### config.mk
export PLATFORM = sky130hd
export DESIGN_NAME = mem_stage_lsu_flat
export DESIGN_NICKNAME = d
export VERILOG_FILES = /design/src/rtl/mem_stage_pkg.sv /design/src/rtl/mem_stage_lsu_if.sv /design/src/rtl/mem_stage_lsu_load_extract.sv /design/src/rtl/mem_stage_lsu.sv /design/src/flat_wrapper.sv
export SDC_FILE = /design/constraint.sdc
export NUM_CORES = 1
export LEC_CHECK = 0
export ABC_AREA = 1
export ABC_CLOCK_PERIOD_IN_PS = 2700
export BUFFER_PORTS_ARGS = -buffer_cell sky130_fd_sc_hd__buf_2
export CAP_MARGIN = 20
export CORE_AREA = 2 2 156 158
export CTS_BUF_LIST = sky130_fd_sc_hd__clkbuf_2
export DETAILED_ROUTE_END_ITERATION = 6
export DIE_AREA = 0 0 158 160
export GPL_ROUTABILITY_DRIVEN = 0
export HOLD_SLACK_MARGIN = 0.03
export PLACE_DENSITY = 0.88
export SLEW_MARGIN = 15
export SYNTH_ARGS = -nofsm -noshare
export SYNTH_HDL_FRONTEND = slang
export SYNTH_SLANG_ARGS = --single-unit
### constraint.sdc
create_clock -name clk -period 2.7 [get_ports clk]
set_clock_uncertainty 0.15 [all_clocks]
set_input_delay 0.27 -clock clk [delete_from_list [all_inputs] [get_ports clk]]
set_output_delay 0.27 -clock clk [all_outputs]
set_load 0.02 [all_outputs]
### src/rtl/mem_stage_pkg.sv
// Shared definitions for the MEM-stage load/store unit.
// - RV64I load/store funct3 encodings.
// - LSU state type.
// - Byte-strobe constants for each access size.
// - Helpers that map funct3 to a base strobe and detect misaligned addresses.
package mem_stage_pkg;

  localparam logic [2:0] F3_B  = 3'b000;
  localparam logic [2:0] F3_H  = 3'b001;
  localparam logic [2:0] F3_W  = 3'b010;
  localparam logic [2:0] F3_D  = 3'b011;
  localparam logic [2:0] F3_BU = 3'b100;
  localparam logic [2:0] F3_HU = 3'b101;
  localparam logic [2:0] F3_WU = 3'b110;

  localparam logic [7:0] STRB_B = 8'h01;
  localparam logic [7:0] STRB_H = 8'h03;
  localparam logic [7:0] STRB_W = 8'h0F;
  localparam logic [7:0] STRB_D = 8'hFF;

  typedef enum logic [1:0] {
    IDLE = 2'd0,
    BUSY = 2'd1,
    DONE = 2'd2
  } state_e;

  // funct3[1:0] carries the access size for both the signed and unsigned forms.
  function automatic logic [7:0] size_strb(input logic [2:0] f3);
    logic [7:0] s;
    case (f3[1:0])
      2'b00:   s = STRB_B;
      2'b01:   s = STRB_H;
      2'b10:   s = STRB_W;
      default: s = STRB_D;
    endcase
    return s;
  endfunction

  function automatic logic misaligned(input logic [2:0] f3, input logic [2:0] a);
    logic m;
    case (f3[1:0])
      2'b01:   m = a[0];
      2'b10:   m = |a[1:0];
      2'b11:   m = |a;
      default: m = 1'b0;
    endcase
    return m;
  endfunction

endpackage

### src/rtl/mem_stage_lsu_if.sv
// Data-memory port bundle between the LSU and the data memory.
//   master (LSU): drives dmem_req/we/addr/wdata/wstrb and samples dmem_ready/rdata.
//   slave (memory): the mirror image.
// dmem_addr is doubleword aligned. dmem_wstrb is zero for reads.
interface mem_stage_lsu_if;
  logic        dmem_req;
  logic        dmem_we;
  logic [63:0] dmem_addr;
  logic [63:0] dmem_wdata;
  logic [7:0]  dmem_wstrb;
  logic        dmem_ready;
  logic [63:0] dmem_rdata;

  modport master (
    output dmem_req, dmem_we, dmem_addr, dmem_wdata, dmem_wstrb,
    input  dmem_ready, dmem_rdata
  );

  modport slave (
    input  dmem_req, dmem_we, dmem_addr, dmem_wdata, dmem_wstrb,
    output dmem_ready, dmem_rdata
  );
endinterface

### src/rtl/mem_stage_lsu_load_extract.sv
// Combinational load-data extraction.
// Ports:
//   rdata   in  64  aligned doubleword returned by memory
//   addr_lo in  3   byte offset of the access within the doubleword
//   funct3  in  3   load size/sign encoding
//   result  out 64  selected bytes, sign- or zero-extended to 64 bits
module load_extract
  import mem_stage_pkg::*;
(
  input  logic [63:0] rdata,
  input  logic [2:0]  addr_lo,
  input  logic [2:0]  funct3,
  output logic [63:0] result
);

  logic [63:0] shifted;

  always_comb begin
    shifted = rdata >> {addr_lo, 3'b000};
    case (funct3)
      F3_B:    result = {{56{shifted[7]}},  shifted[7:0]};
      F3_H:    result = {{48{shifted[15]}}, shifted[15:0]};
      F3_W:    result = {{32{shifted[31]}}, shifted[31:0]};
      F3_BU:   result = {56'd0, shifted[7:0]};
      F3_HU:   result = {48'd0, shifted[15:0]};
      F3_WU:   result = {32'd0, shifted[31:0]};
      default: result = shifted;
    endcase
  end

endmodule

### src/rtl/mem_stage_lsu.sv
// MEM-stage load/store unit between the EX/MEM and MEM/WB registers.
// Issues one request/ready access per memory op, aligns stores into byte
// lanes, extends loads, and stalls the upstream pipeline while busy.
// Ports:
//   clk, rst        clock and synchronous active-high reset
//   MEM_MemRead     load in MEM stage
//   MEM_MemWrite    store in MEM stage (both set is illegal)
//   MEM_funct3      access size/sign
//   MEM_ALUresult   effective byte address
//   MEM_WriteData   LSB-justified store data
//   MEM_RegWrite    writeback enable from EX/MEM
//   MEM_MemData     extended load result (0 unless a load completes)
//   MEM_RegWriteQ   writeback enable to MEM/WB (0 while stalled or faulting)
//   stall           freeze the upstream pipeline registers
//   fault           one-cycle pulse: misaligned, illegal, or bus timeout
//   dmem            data-memory port (master side)
module mem_stage_lsu
  import mem_stage_pkg::*;
#(
  parameter int unsigned TIMEOUT = 255
) (
  input  logic                   clk,
  input  logic                   rst,
  input  logic                   MEM_MemRead,
  input  logic                   MEM_MemWrite,
  input  logic [2:0]             MEM_funct3,
  input  logic [63:0]            MEM_ALUresult,
  input  logic [63:0]            MEM_WriteData,
  input  logic                   MEM_RegWrite,
  output logic [63:0]            MEM_MemData,
  output logic                   MEM_RegWriteQ,
  output logic                   stall,
  output logic                   fault,
  mem_stage_lsu_if.master        dmem
);

  localparam logic [15:0] TIMEOUT_W = 16'(TIMEOUT);

  state_e      state_q, state_d;
  logic        req_q, req_d;
  logic        we_q, we_d;
  logic [63:0] addr_q, addr_d;
  logic [2:0]  lane_q, lane_d;
  logic [63:0] wdata_q, wdata_d;
  logic [7:0]  strb_q, strb_d;
  logic [2:0]  f3_q, f3_d;
  logic        is_load_q, is_load_d;
  logic [63:0] rdata_q, rdata_d;
  logic [15:0] timer_q, timer_d;
  logic        timeout_q, timeout_d;

  logic        mem_op, illegal, op_bad, op_ok;
  logic [7:0]  st_strb;
  logic [63:0] st_wdata;
  logic [15:0] timer_inc;
  logic [63:0] ext_result;

  load_extract u_extract (
    .rdata   (rdata_q),
    .addr_lo (lane_q),
    .funct3  (f3_q),
    .result  (ext_result)
  );

  always_comb begin
    mem_op  = MEM_MemRead | MEM_MemWrite;
    illegal = (MEM_MemRead & MEM_MemWrite)
            | (MEM_MemRead & (MEM_funct3 == 3'b111))
            | (MEM_MemWrite & MEM_funct3[2]);
    op_bad  = mem_op & (illegal | misaligned(MEM_funct3, MEM_ALUresult[2:0]));
    op_ok   = mem_op & ~op_bad;

    st_strb  = size_strb(MEM_funct3) << MEM_ALUresult[2:0];
    st_wdata = MEM_WriteData << {MEM_ALUresult[2:0], 3'b000};

    timer_inc = (timer_q == '1) ? timer_q : timer_q + 16'd1;
  end

  always_comb begin
    state_d       = state_q;
    req_d         = req_q;
    we_d          = we_q;
    addr_d        = addr_q;
    lane_d        = lane_q;
    wdata_d       = wdata_q;
    strb_d        = strb_q;
    f3_d          = f3_q;
    is_load_d     = is_load_q;
    rdata_d       = rdata_q;
    timer_d       = timer_q;
    timeout_d     = timeout_q;
    stall         = 1'b0;
    fault         = 1'b0;
    MEM_RegWriteQ = 1'b0;
    MEM_MemData   = '0;

    case (state_q)
      IDLE: begin
        if (op_ok) begin
          stall     = 1'b1;
          req_d     = 1'b1;
          we_d      = MEM_MemWrite;
          addr_d    = {MEM_ALUresult[63:3], 3'b000};
          lane_d    = MEM_ALUresult[2:0];
          wdata_d   = MEM_MemWrite ? st_wdata : '0;
          strb_d    = MEM_MemWrite ? st_strb  : '0;
          f3_d      = MEM_funct3;
          is_load_d = MEM_MemRead;
          timer_d   = '0;
          timeout_d = 1'b0;
          state_d   = BUSY;
        end else if (op_bad) begin
          fault = 1'b1;
        end else begin
          MEM_RegWriteQ = MEM_RegWrite;
        end
      end

      BUSY: begin
        stall = 1'b1;
        // A ready arriving on the same cycle the timer would expire still completes.
        if (dmem.dmem_ready) begin
          rdata_d = dmem.dmem_rdata;
          req_d   = 1'b0;
          state_d = DONE;
        end else begin
          timer_d = timer_inc;
          if (timer_inc == TIMEOUT_W) begin
            req_d     = 1'b0;
            timeout_d = 1'b1;
            state_d   = DONE;
          end
        end
      end

      DONE: begin
        state_d = IDLE;
        if (timeout_q) begin
          fault = 1'b1;
        end else begin
          MEM_RegWriteQ = MEM_RegWrite;
          if (is_load_q) MEM_MemData = ext_result;
        end
      end

      default: state_d = IDLE;
    endcase
  end

  always_ff @(posedge clk) begin
    if (rst) begin
      state_q   <= IDLE;
      req_q     <= 1'b0;
      we_q      <= 1'b0;
      addr_q    <= '0;
      lane_q    <= '0;
      wdata_q   <= '0;
      strb_q    <= '0;
      f3_q      <= '0;
      is_load_q <= 1'b0;
      rdata_q   <= '0;
      timer_q   <= '0;
      timeout_q <= 1'b0;
    end else begin
      state_q   <= state_d;
      req_q     <= req_d;
      we_q      <= we_d;
      addr_q    <= addr_d;
      lane_q    <= lane_d;
      wdata_q   <= wdata_d;
      strb_q    <= strb_d;
      f3_q      <= f3_d;
      is_load_q <= is_load_d;
      rdata_q   <= rdata_d;
      timer_q   <= timer_d;
      timeout_q <= timeout_d;
    end
  end

  assign dmem.dmem_req   = req_q;
  assign dmem.dmem_we    = req_q & we_q;
  assign dmem.dmem_addr  = addr_q;
  assign dmem.dmem_wdata = wdata_q;
  assign dmem.dmem_wstrb = strb_q;

endmodule
### src/flat_wrapper.sv
// flat-port wrapper written by rule: the top's interface ports become plain ports
module mem_stage_lsu_flat import mem_stage_pkg::*;
#(
  parameter int unsigned TIMEOUT = 255
)
  (clk, rst, MEM_MemRead, MEM_MemWrite, MEM_funct3, MEM_ALUresult, MEM_WriteData, MEM_RegWrite, MEM_MemData, MEM_RegWriteQ, stall, fault, dmem_dmem_req, dmem_dmem_we, dmem_dmem_addr, dmem_dmem_wdata, dmem_dmem_wstrb, dmem_dmem_ready, dmem_dmem_rdata);
  mem_stage_lsu_if dmem_i ();
  input  logic clk;
  input  logic rst;
  input  logic MEM_MemRead;
  input  logic MEM_MemWrite;
  input  logic [2:0] MEM_funct3;
  input  logic [63:0] MEM_ALUresult;
  input  logic [63:0] MEM_WriteData;
  input  logic MEM_RegWrite;
  output logic [63:0] MEM_MemData;
  output logic MEM_RegWriteQ;
  output logic stall;
  output logic fault;
  output wire logic [$bits(dmem_i.dmem_req)-1:0] dmem_dmem_req;
  output wire logic [$bits(dmem_i.dmem_we)-1:0] dmem_dmem_we;
  output wire logic [$bits(dmem_i.dmem_addr)-1:0] dmem_dmem_addr;
  output wire logic [$bits(dmem_i.dmem_wdata)-1:0] dmem_dmem_wdata;
  output wire logic [$bits(dmem_i.dmem_wstrb)-1:0] dmem_dmem_wstrb;
  input wire logic [$bits(dmem_i.dmem_ready)-1:0] dmem_dmem_ready;
  input wire logic [$bits(dmem_i.dmem_rdata)-1:0] dmem_dmem_rdata;
  assign dmem_dmem_req = dmem_i.dmem_req;
  assign dmem_dmem_we = dmem_i.dmem_we;
  assign dmem_dmem_addr = dmem_i.dmem_addr;
  assign dmem_dmem_wdata = dmem_i.dmem_wdata;
  assign dmem_dmem_wstrb = dmem_i.dmem_wstrb;
  assign dmem_i.dmem_ready = dmem_dmem_ready;
  assign dmem_i.dmem_rdata = dmem_dmem_rdata;
  mem_stage_lsu #(.TIMEOUT(TIMEOUT)) u_core (.clk(clk), .rst(rst), .MEM_MemRead(MEM_MemRead), .MEM_MemWrite(MEM_MemWrite), .MEM_funct3(MEM_funct3), .MEM_ALUresult(MEM_ALUresult), .MEM_WriteData(MEM_WriteData), .MEM_RegWrite(MEM_RegWrite), .MEM_MemData(MEM_MemData), .MEM_RegWriteQ(MEM_RegWriteQ), .stall(stall), .fault(fault), .dmem(dmem_i));
endmodule
==> results of run 1 <==
==> cells in the mapped netlist (all sizes together) <==
cell type    n
o221ai       4
a21oi      208
nor3        11
or2         10
o32ai        1
mux2i       16
o21bai       1
a31oi        6
nand4        8
inv        141
nand3       80
o211a        1
xor2         1
a32o         4
dfxtp      225
clkbuf     113
nand2      364
o22ai        6
o211ai      18
conb         1
buf         40
a22oi       29
a22o         3
a211oi      14
clkinv       2
ha           1
nand3b       4
o21a         2
nor2       287
o21ai      308
==> logic make-up after synthesis <==
kind of cell               synth area share (%)
buffers and inverters                      9.60
AOI/OAI and AO/OA                          26.7
adders and majority gates                 0.102
other                                    0.0306
xor gates and xnor gates                 0.0715
DFF                                        36.8
muxes                                      1.31
and+or+nand+nor                            25.4
==> routing by layer <==
metal / GRT overflow / track usage [%]
met4: 4 / 66.7
met2: 3 / 84.7
met3: 0 / 68.3
met5: 0 / 35.5
met1: 0 / 77.5
==> metrics by stage <==
step                      instances  TNS (ns)
after CTS                      3104    -48.99
after detailed placement       2526     -5.21
after global placement         2526    -0.772
after floorplan                1911         0
==> what timing repair did <==
action,4_1_cts
gates cloned,7
setup buffers,18
hold buffers,451
endpoints found under the hold margin,225
gates resized for setup,172
pin swaps,16
endpoints found under the setup margin,65
==> impl_summary.md, run 1 <==
Run status
The run stopped with a tool error. The last flow stage reached is 5_1_grt. The first error in the log reads "[ERROR GRT-0116] Global routing finished with congestion. Check the congestion regions in the DRC Viewer".

Floorplanning
In this run the vertical extent of the chip is between 150 and 200 um. The initialized floorplan defines 57 standard-cell rows. The total I/O pin count is 406. The effective utilization at floorplan is 51.4%. Measured along the x axis, the die boundary spans 158 um.

Synth
The area of the mapped netlist is between 10,000 and 15,000 sq um. The register bit total from synthesis is between 200 and 250. The fraction of post-synthesis cell area in the top cell type by area is 36.8%.

The largest total area in the synthesized netlist belongs to dfxtp_1. The number of warnings printed during yosys synthesis is 0. Sorting the synthesized cells by area gives the leading types as dfxtp_1, o21ai_0, nand2_1.

The share of the yosys chip area belonging to registers is 36.8%. The number of different library cells in the post-synthesis netlist is 45. The cell count after synthesis came out at ~1,900. A synthesized cell averages 6.41 sq um.

Placement
After detailed placement, the total cell area comes to 14,400 sq um. After legalization and detailed placement, the total HPWL measured ~31 mm. OpenSTA, run right after detailed placement, puts the worst setup slack at -0.190 ns.

The number of input and output port buffers inserted is 402.

GRT
For this run, the total global-route usage over all layers was measured as 74.9%. The via count of the first global-routing pass is around 23,000. The total overflow reported by the global router is 7.

The largest net degree at the start of global routing is 116. The first global-routing pass estimated 142 mm of wire.

Clock network
In this run the deepest clock path goes through 3 buffers. The H-tree depth is 2. The number of CTS-inserted buffers is between 50 and 60. The total number of clock tree sinks is 225.

The root buffer cell chosen for the clock tree is clkbuf_2.
==> run 2: changes to the inputs <==
Settings changed: CORE_AREA 2 2 156 158 to default, CORE_UTILIZATION from default to 40, CTS_BUF_LIST sky130_fd_sc_hd__clkbuf_2 to default, DIE_AREA 0 0 158 160 to default, HOLD_SLACK_MARGIN 0.03 to default, PLACE_DENSITY 0.88 to default, PLACE_DENSITY_LB_ADDON from default to 0.15.
==> run 2 against run 1 <==
Effect of this change: the flow now finishes, with violations (negative setup slack); area after synthesis is the same; synthesized cell count is the same.
==> impl_summary.md, run 2 <==
Synth
In this run, distinct cell masters in the synthesized netlist total 45. After synthesis, the cell types taking the most area are dfxtp_1, o21ai_0, nand2_1. The number of enable flip-flop cells after synthesis is 0.

The most instantiated library cell after synthesis is nand2_1. Summing every instance area after synthesis gives 12,200 sq um. The biggest area consumer among synthesized cells is dfxtp_1. In the synthesized netlist the async set-or-reset flop fraction comes to 0%.

The cell count after synthesis is between 1,500 and 2,000. The mean cell area of the mapped netlist is 6.41 sq um. The number of warnings printed during yosys synthesis is 0. Ranked by instance count, the synthesized netlist is headed by nand2_1, o21ai_0, nor2_1, dfxtp_1, a21oi_1.

The synthesized design devotes to its leading area cell type 36.8% of total area. Sequential elements use 36.8% of the synthesized area. Synthesis inferred about 230 register bits.

The prevailing post-synth register cell is dfxtp_1.

Route
The post-detailed-route via-to-cell ratio is 5.35. The met2 wire length is 22.7 mm. The post-detailed-route wirelength per cell is 17.4 um. In the routed design, unresolved DRC markers number 0.

The first detailed-routing pass ran for 7 iterations. After detailed routing, the total wire length is between 40 and 50 mm. After detailed routing, no signal wire sits above met5. The via count is about 15,000.

Wire segments on met3 add up to 4.16 mm in the final route. In this run, the number of DRC markers left after iteration 0 of detailed routing was roughly 1,300. Once detail routing completed, the nets flagged for antenna violations numbered 0. The routed metal-1 wirelength is 20.2 mm.

Setup path
The data arrival time of the critical path is 2.50 ns. The type of destination of the critical path is a primary output. The category of the most critical setup path is register to primary output. STA classifies the critical path startpoint as a register. The worst path required time is around 2.3 ns. The largest fanout on the critical path is 8.

Layout
The most frequent standard cell in the layout excluding fill and tap cells is nand2_1. The storage element area is 4510 sq um. The number of fill cells is 2,864.

The ratio of cells with drive above 1 in the final layout is 25.4%. The final-stage net count is 2,596. The finished cells cover roughly 18,000 sq um. Summing all multi-input logic gate instances after layout gives 6920 sq um. In the layout the commonest cells are nand2_1, buf_2, nor2_1.

Compared with the post-synthesis result, the final layout area differs by 44.3%.

Power and ir drop
In this run switching power makes up a little under a third of total power. The internal power of the cells totals 6430 uW. Overall power consumption after layout is estimated at 9450 uW. IR analysis of the VDD net gives a maximum drop of 0.000374 V. For this design the ratio of total power to cell area is approximately 530 nW/um^2. The share of total power dissipated in sequential elements is 38.3%. For this design the static power due to leakage is 0.00805 uW. Per report_power, the combinational group accounts for 24.5% of the total. The share of total power in the clock network is around 37%. The reported net switching power is 3010 uW.

Floorplanning
The initial utilization of the core area, before any placement, comes to 41.0%. The chip width is around 180 um. The placeable core region is 29,900 sq um.

The floorplan step set the die height to ~180 um. The die covers 31,300 sq um. The floorplan has 63 rows. The total I/O pin count is between 400 and 500.

Clock network
Counting every sink on the clock net gives between 200 and 250. TritonCTS built the clock tree. The clock passes through at most 3 buffers.

The H-tree depth is 1. The tree is rooted in a clkbuf_16. The clock latency reported for the late side of the worst-skew pair is 0.53 ns. In this run, CTS created clock tree buffers numbering 26.

Clock-pin slew was measured on the worst setup and hold paths at 0.06 ns.

STA
The setup violation total in the final timing report is 44. The hold violation count in the final report is 0. For the pin with the worst max-slew slack, the measured transition is 0.806 ns. The minimum setup slack in the final design is -0.216 ns.

The tightest slew margin relative to the limit is 46.1%. The clock period minus worst slack is 2.92 ns. The share of the clock period used by the worst path after layout is 108%. The number of max-slew violations in the final report is 0.

Setup repair after global routing could not meet its margin everywhere. For this run, the top clock speed supported by timing is 343 MHz.

GRT
The first-pass GRT wire length is about 74 mm. The via count of the first global-routing pass is between 10,000 and 15,000. Entering global routing, the biggest net connects 116 pins. The total overflow reported by the global router is 0. The combined global-route utilization of all metal layers is 29.8%. The initial antenna violation count is 5.

Placement
Once placement finished, the instance area stood at 14,600 sq um. The post-placement worst setup slack is -0.149 ns. The number of input and output port buffers inserted is about 400.

Once detailed placement completed, the half-perimeter wirelength came to ~34 mm.

Run status
The final reports fail on negative setup slack. The run finished, with violations left.

Worst hold path
The type of the tightest min-delay check is input pin to register.

Flow run
The max-capacitance violation count is 0.
==> run 2: stage by stage <==
stage / TNS (ns) / hold WS (ns) / util, % / cells
6_report: -5.41 / 0.0282 / 59.1 / 2805
5_1_grt: -17.39 / 0.0468 / 59.1 / 2804
4_1_cts: -2.12 / 0.00607 / 57.5 / 2794
3_5_place_dp: -3.71 / 0.298 / 48.9 / 2603
3_3_place_gp: 0 / 0.288 / 48.9 / 2603
2_1_floorplan: 0 / 0.255 / - / 1911
==> run 2: metal layers <==
| metal | vias up | GRT usage, % |
|---|---|---|
| met2 | 720 | 49.3 |
| met4 | 4 | 11.1 |
| met1 | 6856 | 38.1 |
| met5 | - | 0 |
| li1 | 7307 | - |
| met3 | 108 | 5.97 |
==> run 2: worst paths after layout <==
check / startpoint / end / slack (ns) / depth (start not counted)
max: u_core.lane_q[0] / MEM_MemData[39] / -0.22 / 12
min: MEM_funct3[1] / u_core.dmem.dmem_wstrb[5] / 0.03 / 5
max reg2reg: u_core.timer_q[1] / u_core.dmem.dmem_req / 0.29 / 14
min reg2reg: u_core.rdata_q[2] / u_core.rdata_q[2] / 0.30 / 2
==> run 2: critical path, stage by stage (launching register included) <==
cell       delay, ns
dfxtp_4         0.38
nand2_1         0.07
o21ai_1         0.09
o21ai_1         0.15
inv_1           0.09
o21ai_2         0.17
nand3b_4        0.17
o21ai_4         0.08
buf_6           0.12
o21ai_4         0.20
clkbuf_16       0.20
a21oi_1         0.05
buf_4           0.18
==> run 2: cells by family (layout without fill, tap and decap cells) <==
kind of cell | after synthesis | after routing | synth area share [%]
buffers and inverters | 296 | 796 | 9.60
and+or+nand+nor | 764 | 764 | 25.4
DFF | 225 | 225 | 36.8
adders and majority gates | 1 | 1 | 0.102
muxes | 16 | 16 | 1.31
AOI/OAI and AO/OA | 605 | 606 | 26.7
other | 1 | 6 | 0.0306
xor gates and xnor gates | 1 | 1 | 0.0715
==> run 2: layout make-up <==
class                   instances  area share, %
clock inverters                11          0.475
clock buffers                  35           4.33
multi-input cells            1391           39.2
inverters                     143           3.19
diodes                          3         0.0425
flip-flops and latches        225           25.5
repair buffers                607           24.5
well taps                     390           2.76
==> run 2: power groups by stage <==
| stage | registers (uW) | logic [uW] | clock network (uW) |
|---|---|---|---|
| final | 3620 | 2320 | 3510 |
| after global routing | 3640 | 2510 | 3710 |
| after CTS | 3620 | 2150 | 3570 |
| after detailed placement | 3680 | 1890 | 0 |
| after global placement | 3680 | 1890 | 0 |
| after floorplan | 3810 | 1060 | 0 |
==> run 2: what timing repair did <==
action | in CTS | in global routing
hold buffers | 136 | 0
endpoints found under the setup margin | 63 | 65
gates resized for setup | 96 | 137
endpoints found under the hold margin | 136 | 0
pin swaps | 5 | 18
buffers inserted | 7 | 7
cloned | 2 | 1
Note: power is estimated with default switching activity, not from simulation.
==> run 3: changes to the inputs <==
Settings changed: PLACE_DENSITY from default to 0.73, PLACE_DENSITY_LB_ADDON 0.15 to default, SKIP_CTS_REPAIR_TIMING from default to 1.
==> run 3 against run 2 <==
Effect of this change: the run ends with negative hold slack, negative setup slack left; design area shrank 0.18%; sequential share of layout area grew 0.061 points; critical path depth grew 1; global-route usage shrank 3.0 points; die area is the same; power grew 1.4%; clock power grew 4%; utilization shrank 0.11 points; via count grew 4.1%; clock-buffer cell count is the same; setup slack lost 0.090 ns; first-iteration DRC count grew 43%; critical endpoint unchanged; largest cell class unchanged; highest routed layer is now met4.
==> impl_summary.md, run 3 (synthesis results as in run 2) <==
Run status
The flow ran to the end, but the final reports show violations. The checks that failed: negative hold slack, negative setup slack.

STA
The post-route setup TNS is -8.96 ns. Setup violations remaining at the end of the flow were counted as 50. The minimum setup slack in the final design is -0.306 ns. The timing-limited maximum frequency is between 300 and 400 MHz.

The tightest slew margin relative to the limit is 52.5%. Hold timing on the final database bottoms out at a slack of -0.00562 ns. The slew at the pin closest to its max-slew limit is 0.713 ns.

The hold violation count in the final report is 1. Setup repair after global routing could not meet its margin everywhere. The share of the clock period used by the worst path after layout is 111%. The number of max-slew violations in the final report came to 0. The clock period minus worst slack is 3.01 ns.

Setup path
The type of destination of the critical path is a primary output. Walking the worst path, the cells encountered are buf_12, nand2_2, o21ai_2, nand2_1, o21ai_1, inv_1, o21ai_2, nand3b_4, o21ai_4, o21ai_4, clkbuf_16, a21oi_1, buf_2. The beginning of the worst register-to-register path is u_core.state_q[1]. STA puts the critical path data required time at 2.28 ns. On the worst path, the slowest cell contributes a delay of 0.40 ns. The critical-path cell with the highest stage delay is dfxtp_4. The setup check on the worst reg-to-reg path leaves a slack of 0.17 ns. The endpoint identified for the worst register-to-register timing path is u_core.dmem.dmem_wdata[2]. The largest fanout on the critical path is 16. For the worst flop-to-flop path, the logic depth is 9. The startpoint type of the worst setup path is a register.

The category of the most critical setup path is register to primary output. The data arrival time of the critical path is 2.59 ns.

Floorplanning
The die covers 31,300 sq um. Pin placement for this block handled approximately 410 I/O pins. The effective utilization at floorplan is 41.0%.

In this run the vertical extent of the chip is 177 um. The chip width is 177 um. The total number of placement rows is 63.

The placeable core region is 29,900 sq um.

GRT
The combined global-route utilization of all metal layers is between 20% and 30%. The initial antenna violation count was 2. The via count of the first global-routing pass is 12,800. The total overflow reported by the global router is 0.

The first-pass GRT wire length is between 60 and 70 mm. Entering global routing, the biggest net connects 85 pins.

Layout
The ratio of cells with drive above 1 in the final layout is 25.1%. The library cell used most frequently in the layout, excluding fill and tap cells, is buf_2. In the layout the commonest cells are buf_2, nand2_1, nor2_1. Leaving out filler cells and counting taps, the final layout contains 2,816. Compared with the post-synthesis result, the final layout area differs by 44.0%. At the end of the flow, the number of nets in the layout was 2,604.

Worst hold path
The terminating pin of the worst hold path is u_core.dmem.dmem_wstrb[5]. In this run the most critical hold path is launched from MEM_funct3[1]. The type of the tightest min-delay check is input pin to register. The hold path depth is 5.

Clock network
TritonCTS built the clock tree. The H-tree depth is 1. The clock slew at the register clock pins of the worst setup and hold paths is 0.06 ns. For the worst-skew pair, the clock arrives at the later sink with an insertion delay of 0.53 ns. The number of CTS-inserted buffers is 26. The longest clock path from root to sink contains 3 buffers. CTS saw ~230 sinks. The clock root buffer is clkbuf_16.

Route
The post-detailed-route DRC marker count is 0. The first detailed-routing pass took 7 iterations. The count of antenna-violating nets left after detailed routing is 0. The via count is 15,600.

Summed over all layers, the routed wires come to roughly 50 mm. The post-detailed-route via-to-cell ratio is 5.54. In the final routed layout, each cell accounts on average for 17.4 um.

The number of DRC markers after the initial detailed-route iteration is around 1,900.

Power and ir drop
The power per unit of standard cell area is 543 nW/um^2. The total chip power is 9580 uW. IR analysis of the VDD net gives a maximum drop of 0.000440 V.

The leakage power of the design is 0.00810 uW.

Placement
At the placement stage, the worst setup path has a slack of 0.266 ns. The HPWL reported at the end of detailed placement is around 32 mm. The number of input and output port buffers inserted is 402. The number of instances in the placed design is 2,596.

Flow run
The tool flagged a number of max-cap violations equal to 0.
-- run 3: changes by cell type in the layout (fill, tap and decap cells not counted), moves of 8 or more --
cell     change
buf_2       +23
buf_4        -8
a21oi_1      +8
buf_6       -11
-- run 3: cell type report --
class	instances	area, sq um
fill	2631	12200
multi-input combinational	1390	6830
sequential	225	4510
timing repair buffer	615	4340
clock buffer	35	724
inverter	143	559
tap	390	488
clock inverter	13	160
antenna	4	10.0
timing repair inverter	1	5.00
-- run 3: where the power goes --
part | total, uW | switching (uW) | internal [uW]
sequential | 3620 | 114 | 3510
combinational | 2310 | 1460 | 850
clock | 3650 | 1480 | 2180
-- run 3: worst max-delay path by stage --
stage | slack [ns] | end | cells after the start | from
2_1_floorplan | 0.39 | MEM_MemData[5] | 8 | u_core.lane_q[0]
3_3_place_gp | 0.34 | MEM_MemData[38] | 11 | u_core.lane_q[1]
3_5_place_dp | 0.27 | MEM_MemData[63] | 11 | u_core.lane_q[1]
4_1_cts | -0.31 | MEM_MemData[63] | 10 | u_core.lane_q[0]
5_1_grt | -0.38 | MEM_MemData[39] | 13 | u_core.lane_q[0]
6_report | -0.31 | MEM_MemData[39] | 13 | u_core.lane_q[0]
-- run 3: per-stage QoR --
stage / utilization (%) / cell area (sq um)
after detailed placement: 48.7 / 14600
final: 59.0 / 17600
after CTS: 51.7 / 15400
after floorplan: - / 12300
after global placement: 48.7 / 14600
after global routing: 59.0 / 17600
-- run 3: worst max-delay path: cells and delay by family, from the launching register on --
family / cells / cell delay (ns)
and+or+nand+nor: 3 / 0.28
buffers and inverters: 4 / 0.65
AOI/OAI and AO/OA: 6 / 0.73
DFF: 1 / 0.40
-- run 3: layer usage --
metal / share of wire [%] / wire, um / track usage, %
met1: 39 / 18900 / 34.8
met2: 46 / 22700 / 43.7
met3: 9.3 / 4560 / 4.53
met4: 5.5 / 2690 / 11.4
met5: 0 / 0 / 0
==> run 4: changes to the inputs <==
Settings changed: REMOVE_ABC_BUFFERS from default to 1.
==> run 4 against run 3 <==
Effect of this change: the run ends with negative setup slack left; clock-buffer cell count up 2; hold slack gained 0.018 ns; power increased by 0.38%; critical path depth is 1 lower; combinational power shrank 4%; first-iteration DRC count down 25%; cell count fell by 0.36%; utilization down 0.31 points; non-clock buffer count shrank 7; critical endpoint is now MEM_MemData[35]; largest cell class unchanged.
==> impl_summary.md, run 4 (synthesis results as in run 2) <==
Run status
The run finished, with violations left. The checks that failed: negative setup slack.

Route
Once detail routing completed, the nets flagged for antenna violations numbered 0. Dividing the detail-routed via count by the number of cells gives 5.46. The post-detailed-route wirelength per cell is 17.1 um. The post-detailed-route DRC marker count is 0. The via count is 15,300. Wires add up to 47.9 mm. The number of DRC markers after the initial detailed-route iteration is roughly 1,400. The first-pass detailed-route iteration total is 6.

GRT
The initial antenna violation count is 7. The via count of the first global-routing pass is 12,900. After global routing the overflow that remains totals 0.

The combined global-route utilization of all metal layers is 26.5%. The first global-routing pass estimated approximately 67 mm of wire. Entering global routing, the biggest net connects 81 pins.

Layout
The most frequent standard cell in the layout excluding fill and tap cells is buf_2. Summing all flip-flop and latch instances after layout gives between 4000 and 5000 sq um. The area growth from synthesis to layout is 43.3%. In the layout the commonest cells are buf_2, nand2_1, nor2_1.

The number of fill cells is 2,681. In the final layout, the share of cells above drive strength 1 is 24.6%. The multi-input combinational cells in the finished layout cover a total of 6790 sq um. At the end of the flow, the number of nets in the layout was 2,597. The number of non-filler instances in the completed layout is between 2,000 and 3,000.

Worst hold path
In this run the worst hold path is classified as input pin to register.

Placement
Counting tap cells, the placed design contains a total of 2,596 instances. After legalization and detailed placement, the total HPWL measured 30.6 mm. The number of input and output port buffers inserted is around 400. The post-placement worst setup slack is -0.0489 ns.

Floorplanning
The die covers 31,300 sq um. The placeable core region is 29,900 sq um. The height of the chip is approximately 180 um. From left edge to right edge, the die measures 177 um. The effective utilization at floorplan is 41.0%. ~400 I/O pins were placed. The total number of placement rows is 63.

Setup path
The slowest stage of the critical path is the dfxtp_4 cell. The data arrival time of the critical path is 2.60 ns. The critical path goes through buf_8, buf_2, o21ai_1, o21ai_1, inv_1, o21ai_2, o21ai_4, o21ai_4, buf_12, buf_8, a21oi_1, buf_4. The type of destination of the critical path is a primary output. The setup path with the least slack is of type register to primary output. On the critical path the largest part of the delay comes from buffers and inverters. STA classifies the critical path startpoint as a register. The highest cell delay on the worst timing path is 0.38 ns. The worst path required time is 2.28 ns.

Counting both buffers and inverters, the worst setup path holds a total of 6. The largest fanout on the critical path is 7.

Clock network
TritonCTS built the clock tree. In this run the deepest clock path goes through 3 buffers. The H-tree depth is 1. The clock root buffer is clkbuf_16. The clock slew at the register clock pins of the worst setup and hold paths is 0.06 ns.

Counting the buffers created by CTS gives 26. The clock reaches the later pin of the worst-skew pair after 0.53 ns. The total number of clock tree sinks is 225.

STA
The minimum setup slack in the final design is -0.323 ns. The number of max-slew violations in the final report is 0. In this run the tightest slew margin relative to its limit is between 40% and 50%.

The hold violation count in the final report is 0. Setup repair after global routing could not meet its margin everywhere. At the pin with the least slew margin, the transition time is 0.860 ns. Adding up every negative setup slack in the final design gives -9.98 ns. Subtracting the final worst setup slack from the clock period gives ~3.0 ns. The timing-limited maximum frequency is 331 MHz. The worst path uses 112% of the clock period.

The setup violation total in the final timing report is 53.

Power and ir drop
For this design the ratio of total power to cell area is 548 nW/um^2. The leakage power of the design is 0.00807 uW. The worst ir drop on vdd is ~0.00038 V.

Flow run
Across the run, the number of max-cap violations was 0.
==> run 4: where the power goes <==
group	leakage (uW)	internal, uW	total (uW)	switching [uW]
Combinational	0.00577	814	2220	1410
Clock	0.000464	2340	3780	1430
Sequential	0.00183	3510	3620	106
==> run 4: stage by stage <==
| stage | area (sq um) | util [%] | hold slack (ns) | total power, uW |
|---|---|---|---|---|
| after detailed placement | 14500 | 48.7 | 0.296 | 5520 |
| after global placement | 14500 | 48.7 | 0.286 | 5500 |
| after global routing | 17500 | 58.7 | 0.0392 | 10000 |
| after floorplan | 11600 | - | 0.189 | 4740 |
| final | 17500 | 58.7 | 0.0126 | 9620 |
| after CTS | 15500 | 51.8 | -0.202 | 9300 |
==> run 4: area by class of cell <==
cell class	instances	area share (%)
Antenna cell	3	0.0428
Clock buffer	37	4.59
Clock inverter	9	0.685
Inverter	143	3.17
Multi-Input combinational cell	1390	38.7
Sequential cell	225	25.7
Tap cell	390	2.78
Timing Repair Buffer	608	24.3
Timing Repair inverter	1	0.0428
==> run 4: final timing paths <==
path	from	endpoint	slack, ns	cells after the start
max	u_core.lane_q[0]	MEM_MemData[35]	-0.32	12
min	MEM_WriteData[10]	u_core.dmem.dmem_wdata[10]	0.01	5
max reg2reg	u_core.state_q[0]	u_core.lane_q[0]	0.21	6
min reg2reg	u_core.rdata_q[6]	u_core.rdata_q[6]	0.30	2
==> run 4: routing by layer <==
metal / vias up / global-route usage [%] / wire length [um]
met1: 6974 / 32.4 / 18400
met3: 169 / 5.50 / 4280
met2: 866 / 44.3 / 22900
li1: 7300 / - / -
met5: - / 0 / 41
met4: 6 / 12.3 / 2290
==> run 4: worst reg2reg max path: cells and delay by family (launching register included) <==
family          cells  cell delay (ns)
buf+inv             2             0.68
flops               1             0.33
simple gates        2             0.47
compound gates      2             0.73
